**src/rtl/pe_controller.sv**
```systemverilog
// Leaf processing-element controller: takes CONFIG/CALC flits from the router,
// sums a 16-entry register file, then returns one FIN flit under credit flow control.
// Optional build macro PE_CTRL_ADDR_FILTER_EN: CONFIG writes land only when
// in_data[31:24] matches PE_ID; otherwise every CONFIG write is a broadcast.

`ifndef ROUTER_WIDTH
`define ROUTER_WIDTH 36
`endif
`ifndef ROUTER_INFO_CONFIG
`define ROUTER_INFO_CONFIG 4'h1
`endif
`ifndef ROUTER_INFO_CALC
`define ROUTER_INFO_CALC 4'h2
`endif
`ifndef ROUTER_INFO_FIN_BROADCAST
`define ROUTER_INFO_FIN_BROADCAST 4'h3
`endif
`ifndef ROUTER_FIFO_DEPTH
`define ROUTER_FIFO_DEPTH 4
`endif
`ifndef CREDIT_CNT_WIDTH
`define CREDIT_CNT_WIDTH 3
`endif

module pe_controller #(
  parameter logic [7:0] PE_ID = 8'd0
) (
  input  logic                     clk,
  input  logic                     rst,
  input  logic                     in_data_valid,
  input  logic [`ROUTER_WIDTH-1:0] in_data,
  output logic                     upstream_credit,
  output logic                     out_data_valid,
  output logic [`ROUTER_WIDTH-1:0] out_data,
  input  logic                     downstream_credit,
  output logic [15:0]              result,
  output logic                     result_valid
);

  localparam int unsigned CNT_W   = `CREDIT_CNT_WIDTH;
  localparam int unsigned DATA_W  = 16;
  localparam int unsigned ENTRIES = 16;

  typedef enum logic [1:0] {
    IDLE     = 2'd0,
    COMPUTE  = 2'd1,
    FIN_SEND = 2'd2
  } state_t;

  state_t              state;
  state_t              state_nxt;
  logic [DATA_W-1:0]   rf [ENTRIES];
  logic [DATA_W-1:0]   acc;
  logic [DATA_W-1:0]   acc_sum;
  logic [3:0]          idx;
  logic [CNT_W-1:0]    credit_cnt;
  logic [3:0]          info;
  logic                addr_ok;
  logic                cfg_we;
  logic                calc_start;
  logic                unused_bits;

  assign info        = in_data[35:32];
  assign acc_sum     = acc + rf[idx];
  assign unused_bits = ^in_data[31:20];

`ifdef PE_CTRL_ADDR_FILTER_EN
  assign addr_ok = (in_data[31:24] == PE_ID);
`else
  assign addr_ok = 1'b1;
`endif

  // State register
  always_ff @(posedge clk or posedge rst) begin
    if (rst) state <= IDLE;
    else     state <= state_nxt;
  end

  // Next-state, flit decode and FIN emission (FIN valid is combinational on credit)
  always_comb begin
    state_nxt      = state;
    cfg_we         = 1'b0;
    calc_start     = 1'b0;
    out_data_valid = 1'b0;
    out_data       = '0;
    case (state)
      IDLE: begin
        if (in_data_valid) begin
          if (info == `ROUTER_INFO_CONFIG) begin
            cfg_we = addr_ok;
          end else if (info == `ROUTER_INFO_CALC) begin
            calc_start = 1'b1;
            state_nxt  = COMPUTE;
          end
        end
      end
      COMPUTE: begin
        if (idx == 4'd15) state_nxt = FIN_SEND;
      end
      FIN_SEND: begin
        if (credit_cnt != '0) begin
          out_data_valid = 1'b1;
          out_data       = {`ROUTER_INFO_FIN_BROADCAST, 16'd0, 8'd0, PE_ID};
          state_nxt      = IDLE;
        end
      end
      default: state_nxt = IDLE;
    endcase
  end

  // Input credit return, one pulse per accepted flit
  always_ff @(posedge clk or posedge rst) begin
    if (rst) upstream_credit <= 1'b0;
    else     upstream_credit <= in_data_valid;
  end

  // Register file writes from CONFIG flits
  always_ff @(posedge clk or posedge rst) begin
    if (rst) begin
      for (int i = 0; i < ENTRIES; i++) rf[i] <= '0;
    end else if (cfg_we) begin
      rf[in_data[19:16]] <= in_data[15:0];
    end
  end

  // Accumulation over all entries and result capture
  always_ff @(posedge clk or posedge rst) begin
    if (rst) begin
      acc          <= '0;
      idx          <= '0;
      result       <= '0;
      result_valid <= 1'b0;
    end else if (calc_start) begin
      acc          <= '0;
      idx          <= '0;
      result       <= '0;
      result_valid <= 1'b0;
    end else if (state == COMPUTE) begin
      acc <= acc_sum;
      idx <= idx + 4'd1;
      if (idx == 4'd15) begin
        result       <= acc_sum;
        result_valid <= 1'b1;
      end
    end
  end

  // Downstream credit counter; simultaneous return and send cancel out
  always_ff @(posedge clk or posedge rst) begin
    if (rst) begin
      credit_cnt <= CNT_W'(`ROUTER_FIFO_DEPTH);
    end else begin
      case ({downstream_credit, out_data_valid})
        2'b10:   credit_cnt <= credit_cnt + CNT_W'(1);
        2'b01:   credit_cnt <= credit_cnt - CNT_W'(1);
        default: credit_cnt <= credit_cnt;
      endcase
    end
  end

endmodule
```
**config.mk**
```make
export PLATFORM = sky130hd
export DESIGN_NAME = pe_controller
export DESIGN_NICKNAME = d
export VERILOG_FILES = /design/src/rtl/pe_controller.sv
export SDC_FILE = /design/constraint.sdc
export NUM_CORES = 1
export LEC_CHECK = 0
export CORE_MARGIN = 5
export CORE_UTILIZATION = 35
export CTS_CLUSTER_SIZE = 25
export DETAILED_ROUTE_END_ITERATION = 7
export PLACE_DENSITY_LB_ADDON = 0.12
export SYNTH_ARGS = -nofsm -noshare
export SYNTH_HDL_FRONTEND = slang
export SYNTH_SLANG_ARGS = --single-unit
```
**constraint.sdc**
```tcl
create_clock -name clk -period 14.8 [get_ports clk]
set_clock_uncertainty 0.15 [all_clocks]
set_input_delay 4.44 -clock clk [delete_from_list [all_inputs] [get_ports clk]]
set_output_delay 4.44 -clock clk [all_outputs]
set_load 0.01 [all_outputs]
```
Word-level counts from Yosys, hierarchy flattened
Cells that the tools add are included.
{"block": "totals", "reg_bits": 299, "inputBits": 40, "out_inout_bits": 55, "elab_cells": 86}
{"block": "op_classes", "add_sub_neg": 4, "magnitude_cmp": 3, "n_eq_ne": 12, "n_mux": 34, "n_bitwise": 2, "reduce_logical": 8}
{"cell": "bitwise mux 256 bit", "count": 1}
{"cell": "two-way mux 16 bit", "count": 8}
{"cell": "two-way mux 34 bit", "count": 2}
{"cell": "binary-select mux 16 bit (select 4 bit)", "count": 1}
{"cell": "demux 16 bit (select 4 bit)", "count": 1}
{"cell": "adder 16 bit", "count": 1}
{"cell": "two-way mux 1 bit", "count": 12}
{"cell": ">= comparator 5 bit (second input constant)", "count": 2}
{"cell": "two-way mux 2 bit", "count": 5}
{"cell": "inequality test 2 bit (second input constant)", "count": 5}
{"cell": "inverter 4 -> 5 bit", "count": 2}
{"cell": "two-way mux 4 bit", "count": 2}
{"cell": "case mux 2 bit (3 select lines)", "count": 1}
{"cell": "case mux 3 bit (2 select lines)", "count": 1}
{"cell": "nonzero test 2 bit", "count": 3}
{"cell": "< comparator 5 x 1 -> 1 bit (second input constant)", "count": 1}
{"cell": "AND reduction 5 bit", "count": 1}
{"cell": "adder 4 x 1 -> 4 bit (second input constant)", "count": 1}
{"cell": "equality test 2 x 1 -> 1 bit (second input constant)", "count": 2}
{"cell": "equality test 2 bit (second input constant)", "count": 2}
{"cell": "equality test 4 x 1 -> 1 bit (second input constant)", "count": 1}
{"cell": "equality test 4 x 2 -> 1 bit (second input constant)", "count": 1}
{"cell": "equality test 4 bit (second input constant)", "count": 1}
{"cell": "adder 3 x 1 -> 3 bit (second input constant)", "count": 1}
{"cell": "other kinds (5)", "count": 5}

Depth between registers and ports, before layout
Gate-level depths: netlist of the first run.
{"block": "logic_depth", "word_depth": 8, "depth_mapped": 16, "depth_no_buf": 13}

Least setup slack after synthesis of the first run
OpenSTA, ideal clock, no wires.
{"block": "synth_timing", "path_type": "input -> register", "startpoint": "input in_data[35]", "endpoint": "register rf[80] in the netlist's numbering", "setup_time_ps": 125, "t_arrival_ps": 6210, "required_time_ps": 14525, "slack_ps": 8315, "stages": 7, "path_buffers": 2, "cell_sequence": "nor4_4 > nand3b_2 > or3_1 > buf_6 > nor3b_4 > buf_8 > mux2_4"}
{"block": "synth_via", "elab_chain_len": 4}
{"element": "start: declaration", "line_no": "31", "source": "input logic [`ROUTER_WIDTH-1:0] in_data,"}
{"element": "equality test 4 x 1 -> 1 bit (no line)"}
{"element": "two-way mux 1 bit", "line_no": "89", "source": "if (info == `ROUTER_INFO_CONFIG) begin"}
{"element": "two-way mux 1 bit", "line_no": "88", "source": "if (in_data_valid) begin"}
{"element": "two-way mux 1 bit", "line_no": "86", "source": "case (state)"}
{"element": "end signal: indexed assignment", "line_no": "122", "source": "rf[in_data[19:16]] <= in_data[15:0];"}
{"element": "end: declaration", "line_no": "52", "source": "logic [DATA_W-1:0] rf [ENTRIES];"}
Every way passes these cells.
A chain may end at the register's enable or synchronous reset.

Worst setup path in the final report of the first run
{"block": "layout_timing", "startpoint": "input in_data[35]", "endpoint": "register rf[95] in the netlist's numbering"}
The elaborated chain is that of the path after synthesis.

==> results of run 1 <==
-- metal layers --
| layer | share of wire | global-route usage | vias up | wire (um) |
|---|---|---|---|---|
| li1 | - | - | 4059 | - |
| met1 | 0.47 | 0.2326 | 4631 | 17820 |
| met2 | 0.47 | 0.2621 | 144 | 17490 |
| met3 | 0.041 | 0.02795 | 48 | 1544 |
| met4 | 0.019 | 0.04638 | 2 | 702 |
| met5 | 0.00035 | 0 | - | 13 |
-- where the power goes --
part	total, mW	internal, mW	switching [mW]	leakage (nW)
Combinational	0.834	0.343	0.491	3.32
Sequential	0.975	0.907	0.0681	4.07
Clock	0.860	0.520	0.341	0.562
-- worst paths after layout --
path | startpoint | endpoint | slack [ns] | depth (start not counted)
worst max-delay path | in_data[35] | rf[95] | 7.73 | 7
worst min-delay path | result[15] | result[15] | 0.33 | 2
worst max register to register | idx[0] | result[14] | 9.38 | 12
worst min register to register | result[15] | result[15] | 0.33 | 2
max in group asynchronous | rst | rf[72] | 7.99 | 4
min in group asynchronous | rst | upstream_credit | 4.26 | 2
-- cell usage after synthesis, types with 2 or more instances --
| cell type | instances |
|---|---|
| nand2b_1 | 4 |
| a211oi_1 | 7 |
| mux2_2 | 251 |
| fa_1 | 2 |
| a21oi_1 | 40 |
| mux2_1 | 10 |
| nor3_1 | 6 |
| nor3b_4 | 2 |
| o31ai_1 | 4 |
| nor3_2 | 2 |
| dfrtp_1 | 298 |
| buf_2 | 8 |
| inv_1 | 11 |
| a21o_1 | 6 |
| mux2_4 | 10 |
| and3_1 | 3 |
| buf_4 | 38 |
| nand4_1 | 3 |
| nand3_1 | 16 |
| nor2b_1 | 3 |
| o41ai_1 | 2 |
| clkbuf_1 | 57 |
| ha_1 | 17 |
| xnor2_1 | 7 |
| buf_6 | 2 |
| nand2_1 | 60 |
| mux2i_1 | 49 |
| a22oi_1 | 15 |
| o21ai_0 | 57 |
| mux4_2 | 35 |
| or2_2 | 2 |
| buf_1 | 6 |
| o21bai_1 | 4 |
| a221o_1 | 2 |
| nor2_1 | 24 |
| xor2_1 | 6 |
| a22o_1 | 2 |
| or3_1 | 3 |
| a221oi_1 | 17 |
-- critical path: cells and delay by family --
kind	cells	cell delay (ns)
AND/OR/NAND/NOR	4	1.63
multiplexers	1	0.38
buffers and inverters	2	0.86
-- logic make-up after synthesis --
logic type	synth area share
mux	0.2999
simple gates	0.04862
other cells	0.0002575
flops	0.5138
xor+xnor	0.007817
fa+ha+maj	0.01735
buf+inv	0.04398
compound gates	0.06829
-- stage by stage --
stage / cells / area, um2
after CTS: 1694 / 16590
after floorplan: 1142 / 14690
after global placement: 1634 / 15440
after detailed placement: 1634 / 15440
after global routing: 1694 / 16590
final: 1695 / 16590
-- sequential cells by signal, indices dropped and copies added (netlist names) --
register / flops
credit_cnt: 3
result_valid: 1
idx: 4
state: 2
result: 16
upstream_credit: 1
rf: 256
acc: 16
-- area by class of cell --
class                           count  area, um2
Clock inverter                      5      57.56
Multi-Input combinational cell    720       6581
Fill cell                        3876      24430
Sequential cell                   299       7488
Antenna cell                        1      2.502
Timing Repair Buffer               72      660.6
Clock buffer                       55       1084
Inverter                           11      48.80
Tap cell                          532      665.6
==> results.yml, run 1 <==
sta:
  timing.final.crit_share: 0.4777
  max_slew_margin: 0.2547
  setup_total_negative_slack_ns: 0
  max_freq_mhz: 141.4
  timing.final.crit_period_ns: 7.070
  rsz_0062_raised_after_global_routing: "false"
  final.setup.worst_slack_ns: 7.730
  holdWs_ns: 0.3310
  timing_worst_slew_pin_value_ns: 1.115
  slew_viol_final: 0
  setup-violations-final: 0
  timing_hold_violations_final: 0
clock_tree:
  cts-buffers-inserted: 37
  cts.sinks: 299
  cts_max_level: 2
  post_cts.resized_instances: 0
  clock_tree.root_cell: "clkbuf_16"
  clk_pin_slew_worst_paths_ns: 0.05
  cts_buffer_depth: 3
  tritoncts_clock_tree: "built"
  cts_hold_buffers_added: 0
  cts.repair_timing.setup_buffer_count: 0
  clk-insertion-delay-late_ns: 0.54
worst_setup_path:
  critical_path.cell_chain: "clkdlybuf4s50_1, nor4_4, nand3b_2, or3_1, nor3b_4, buf_4, mux2_2"
  criticalPathCategory: "input pin to flop"
  critPathSlowestCell: "or3_1"
  critPathMaxStageDelay_ns: 0.55
  critPathLaunchType: "input pin"
  worst_setup_path_end_kind: "flop"
  worstPathArrival_ns: 7.33
  critical_path_required_ns: 15.06
  critPathMaxFanout: 12
outcome:
  run_status: "completed"
grt:
  grt_start_max_net_pins: 98
  gr-usage-all-layers: 0.1643
  grt_antenna_before_repair: 2
  vias_in_the_first_global_route: 9315
  globalRouteOverflowTotal: 0
  grt_pass1_wl_um: 58480
synth:
  post-synth-top-area-fraction: 0.5120
  synth-seq-area-share: 0.5138
  synthesis.instances: 1109
  synth_area_leaders: "dfrtp_1, mux2_2, mux4_2"
  synth_top_flop_cell: "dfrtp_1"
  synth_edf_count: 0
  post_synth.cell_area_avg_um2: 13.13
  synthesis.yosys.warnings: 0
  asyncSetResetFlopFracSynth: 1.000
  synthDistinctLibCells: 57
  ys_ff_latch: 299
  synthesized_cell_area_um2: 14570
  synth_largest_area_cell: "dfrtp_1"
power:
  max-vdd-ir-drop_mv: 0.07298
  fin_total_pwr_mw: 2.670
  cellLeakagePower_nw: 7.950
  power.density_cell_area_nw_per_um2: 160.9
placement:
  port_buffers: 48
  gp_congestion: 0.7391
  placement.setup.worst_slack_ns: 7.130
  place.detailed.hpwl_um: 22870
die:
  dieWidth_um: 214.0
  placement_rows: 74
  fp.dieH_um: 214.0
  boundaryPins: 95
  core_region_area_um2: 41020
  fp.dieArea_um2: 45790
  initial_utilization: 0.3551
detailed_routing:
  finalWirelength_um: 37570
  detail-route-antenna-nets: 0
  detailroute.via_count: 8884
  wire_per_inst_um: 22.16
  detail_route.iter0.violations: 544
  drt_pass1_iterations: 4
  route.detailed.drc: 0
  routed_via_density: 5.241
final_layout:
  post_route_cells_drive_above_1_share: 0.3339
  final_cell_mix: "dfrtp_1, mux2_2, nand2_1"
  final_util: 0.4044
  num-nets-final: 1200
  syn2layout_area_growth_pct: 13.89
  most_frequent_standard_cell_in_the_layout_excluding_fill_and_tap_cells: "dfrtp_1"
run:
  drv_cap: 0
hold_path:
  hold_path_class: "flop to flop"
Note: power is estimated with default switching activity, not from simulation.
==> run 2: changes to the inputs <==
- clock period: 14.8 -> 7.1 ns (I/O delays scaled with it)
==> run 2 against run 1 <==
Net effect: via count barely moved; routed wire length down 1.7%; sequential power increased by 110%; design area increased by 0.30%; flip-flop and latch count did not move; power increased by 110%; core utilization increased by 0.12 points.
==> results.yml, run 2 (synthesis results as in run 1) <==
grt:
  grt_util_met1: 0.2292
  grt_antenna_before_repair: 1
  grt_start_max_net_pins: 167
  grt_busiest_layer: "met2"
  grt_pass1_wl_um: 57820
  met2_usage: 0.2626
  gr-usage-all-layers: 0.1605
  globalRouteOverflowTotal: 0
  vias_in_the_first_global_route: 9272
  grtUsageMet3: 0.02541
detailed_routing:
  route.detailed.drc: 0
  detailroute.via_count: 8876
  finalWirelength_um: 36920
  routed_via_density: 5.206
  wire_per_inst_um: 21.65
  detail-route-antenna-nets: 0
  drt_pass1_iterations: 4
  detail_route.iter0.violations: 480
final_layout:
  num-nets-final: 1205
  post_route_cells_drive_above_1_share: 0.3396
  syn2layout_area_growth_pct: 14.23
  largest_register_ffs: 256
  combined_area_of_the_multi_input_logic_cells_um2: 6576
  top_register: "rf"
  biggestRegsByFlops: "rf (256), acc (16), result (16)"
  register_area_um2: 7488
  most_frequent_standard_cell_in_the_layout_excluding_fill_and_tap_cells: "dfrtp_1"
  final_cell_mix: "dfrtp_1, mux2_2, nand2_1"
  nFillCells: 3901
  layout.cell_area.non_filler_um2: 16640
sta:
  timing_hold_violations_final: 0
  timing_worst_slew_pin_value_ns: 1.111
  timing.final.crit_share: 0.6437
  max_freq_mhz: 218.8
  rsz_0062_raised_after_global_routing: "false"
  timing.final.crit_period_ns: 4.570
  slew_viol_final: 0
  setup-violations-final: 0
  setup_total_negative_slack_ns: 0
  max_slew_margin: 0.2575
outcome:
  run_status: "completed"
die:
  boundaryPins: 95
  placement_rows: 74
  fp.dieH_um: 214.0
  dieWidth_um: 214.0
  initial_utilization: 0.3551
  fp.dieArea_um2: 45790
  core_region_area_um2: 41020
power:
  cellLeakagePower_nw: 7.980
  power.density_cell_area_nw_per_um2: 333.6
  max-vdd-ir-drop_mv: 0.1830
  fin_total_pwr_mw: 5.550
clock_tree:
  cts.sinks: 299
  cts_hold_buffers_added: 0
  cts-buffers-inserted: 36
  post_cts.resized_instances: 0
  clk-insertion-delay-late_ns: 0.52
  tritoncts_clock_tree: "built"
  cts_max_level: 2
  cts.repair_timing.setup_buffer_count: 0
  clk_pin_slew_worst_paths_ns: 0.06
  clock_tree.root_cell: "clkbuf_16"
  cts_buffer_depth: 3
worst_setup_path:
  worst-r2r-cell-count: 13
  worst_setup_path_end_kind: "flop"
  criticalPathCategory: "input pin to flop"
  r2r_setup_slack_ns: 2.55
  critical_path_required_ns: 7.34
  critPathMaxFanout: 9
  worstPathArrival_ns: 4.81
  critPathLaunchType: "input pin"
placement:
  placed_area_um2: 15510
  port_buffers: 48
  place.detailed.hpwl_um: 22730
  gp_congestion: 0.7422
run:
  drv_cap: 0
hold_path:
  min_path_cells: 2
  hold_path_class: "flop to flop"
run 2: cell count changes in the layout (fill, tap and decap cells not counted), sizes merged:
cell	previous run	this run
buf	24	30
clkinv	2	7
clkinvlp	0	2
bufinv	1	0
clkbuf	55	54
inv	13	12
run 2: metrics by stage:
step	util	hold WS, ns	setup WS, ns	instances
CTS	0.4056	0.3367	2.443	1704
global route	0.4056	0.3571	2.246	1704
detailed placement	0.3780	0.3243	1.908	1640
finish	0.4056	0.3287	2.530	1705
floorplan	-	0.3016	0.8477	1142
global placement	0.3780	0.3118	1.934	1640
run 2: final timing paths:
check	startpoint	to
worst max-delay path	in_data_valid	rf[201]
worst min-delay path	result[15]	result[15]
worst max register to register	idx[0]	acc[14]
worst min register to register	result[15]	result[15]
max in group asynchronous	rst	rf[95]
min in group asynchronous	rst	upstream_credit
run 2: final cells by class:
cell class / count / area share
repair buffers: 78 / 0.04392
multi-input cells: 720 / 0.3952
inverters: 11 / 0.002707
flip-flops and latches: 299 / 0.4501
clock inverters: 10 / 0.003610
well taps: 532 / 0.04001
diodes: 1 / 0.0001504
clock buffers: 54 / 0.06430
run 2: critical path, stage by stage:
cell	delay, ns
clkdlybuf4s50_1	0.48
nand2b_1	0.09
nor4_4	0.19
nand3b_2	0.27
nor4_4	0.91
buf_4	0.37
mux2_2	0.35
run 2: report_power, final:
group	internal [mW]	total [mW]	leakage (nW)	switching, mW
sequential	1.89	2.06	4.07	0.173
clock	1.04	1.76	0.561	0.719
combinational	0.731	1.73	3.35	0.996
run 2: routing by layer:
layer | share of wire | wire length [um] | vias to the layer above
li1 | - | - | 4070
met1 | 0.48 | 17620 | 4666
met2 | 0.48 | 17840 | 103
met3 | 0.026 | 967 | 35
met4 | 0.013 | 483 | 2
met5 | 0.00035 | 13 | -
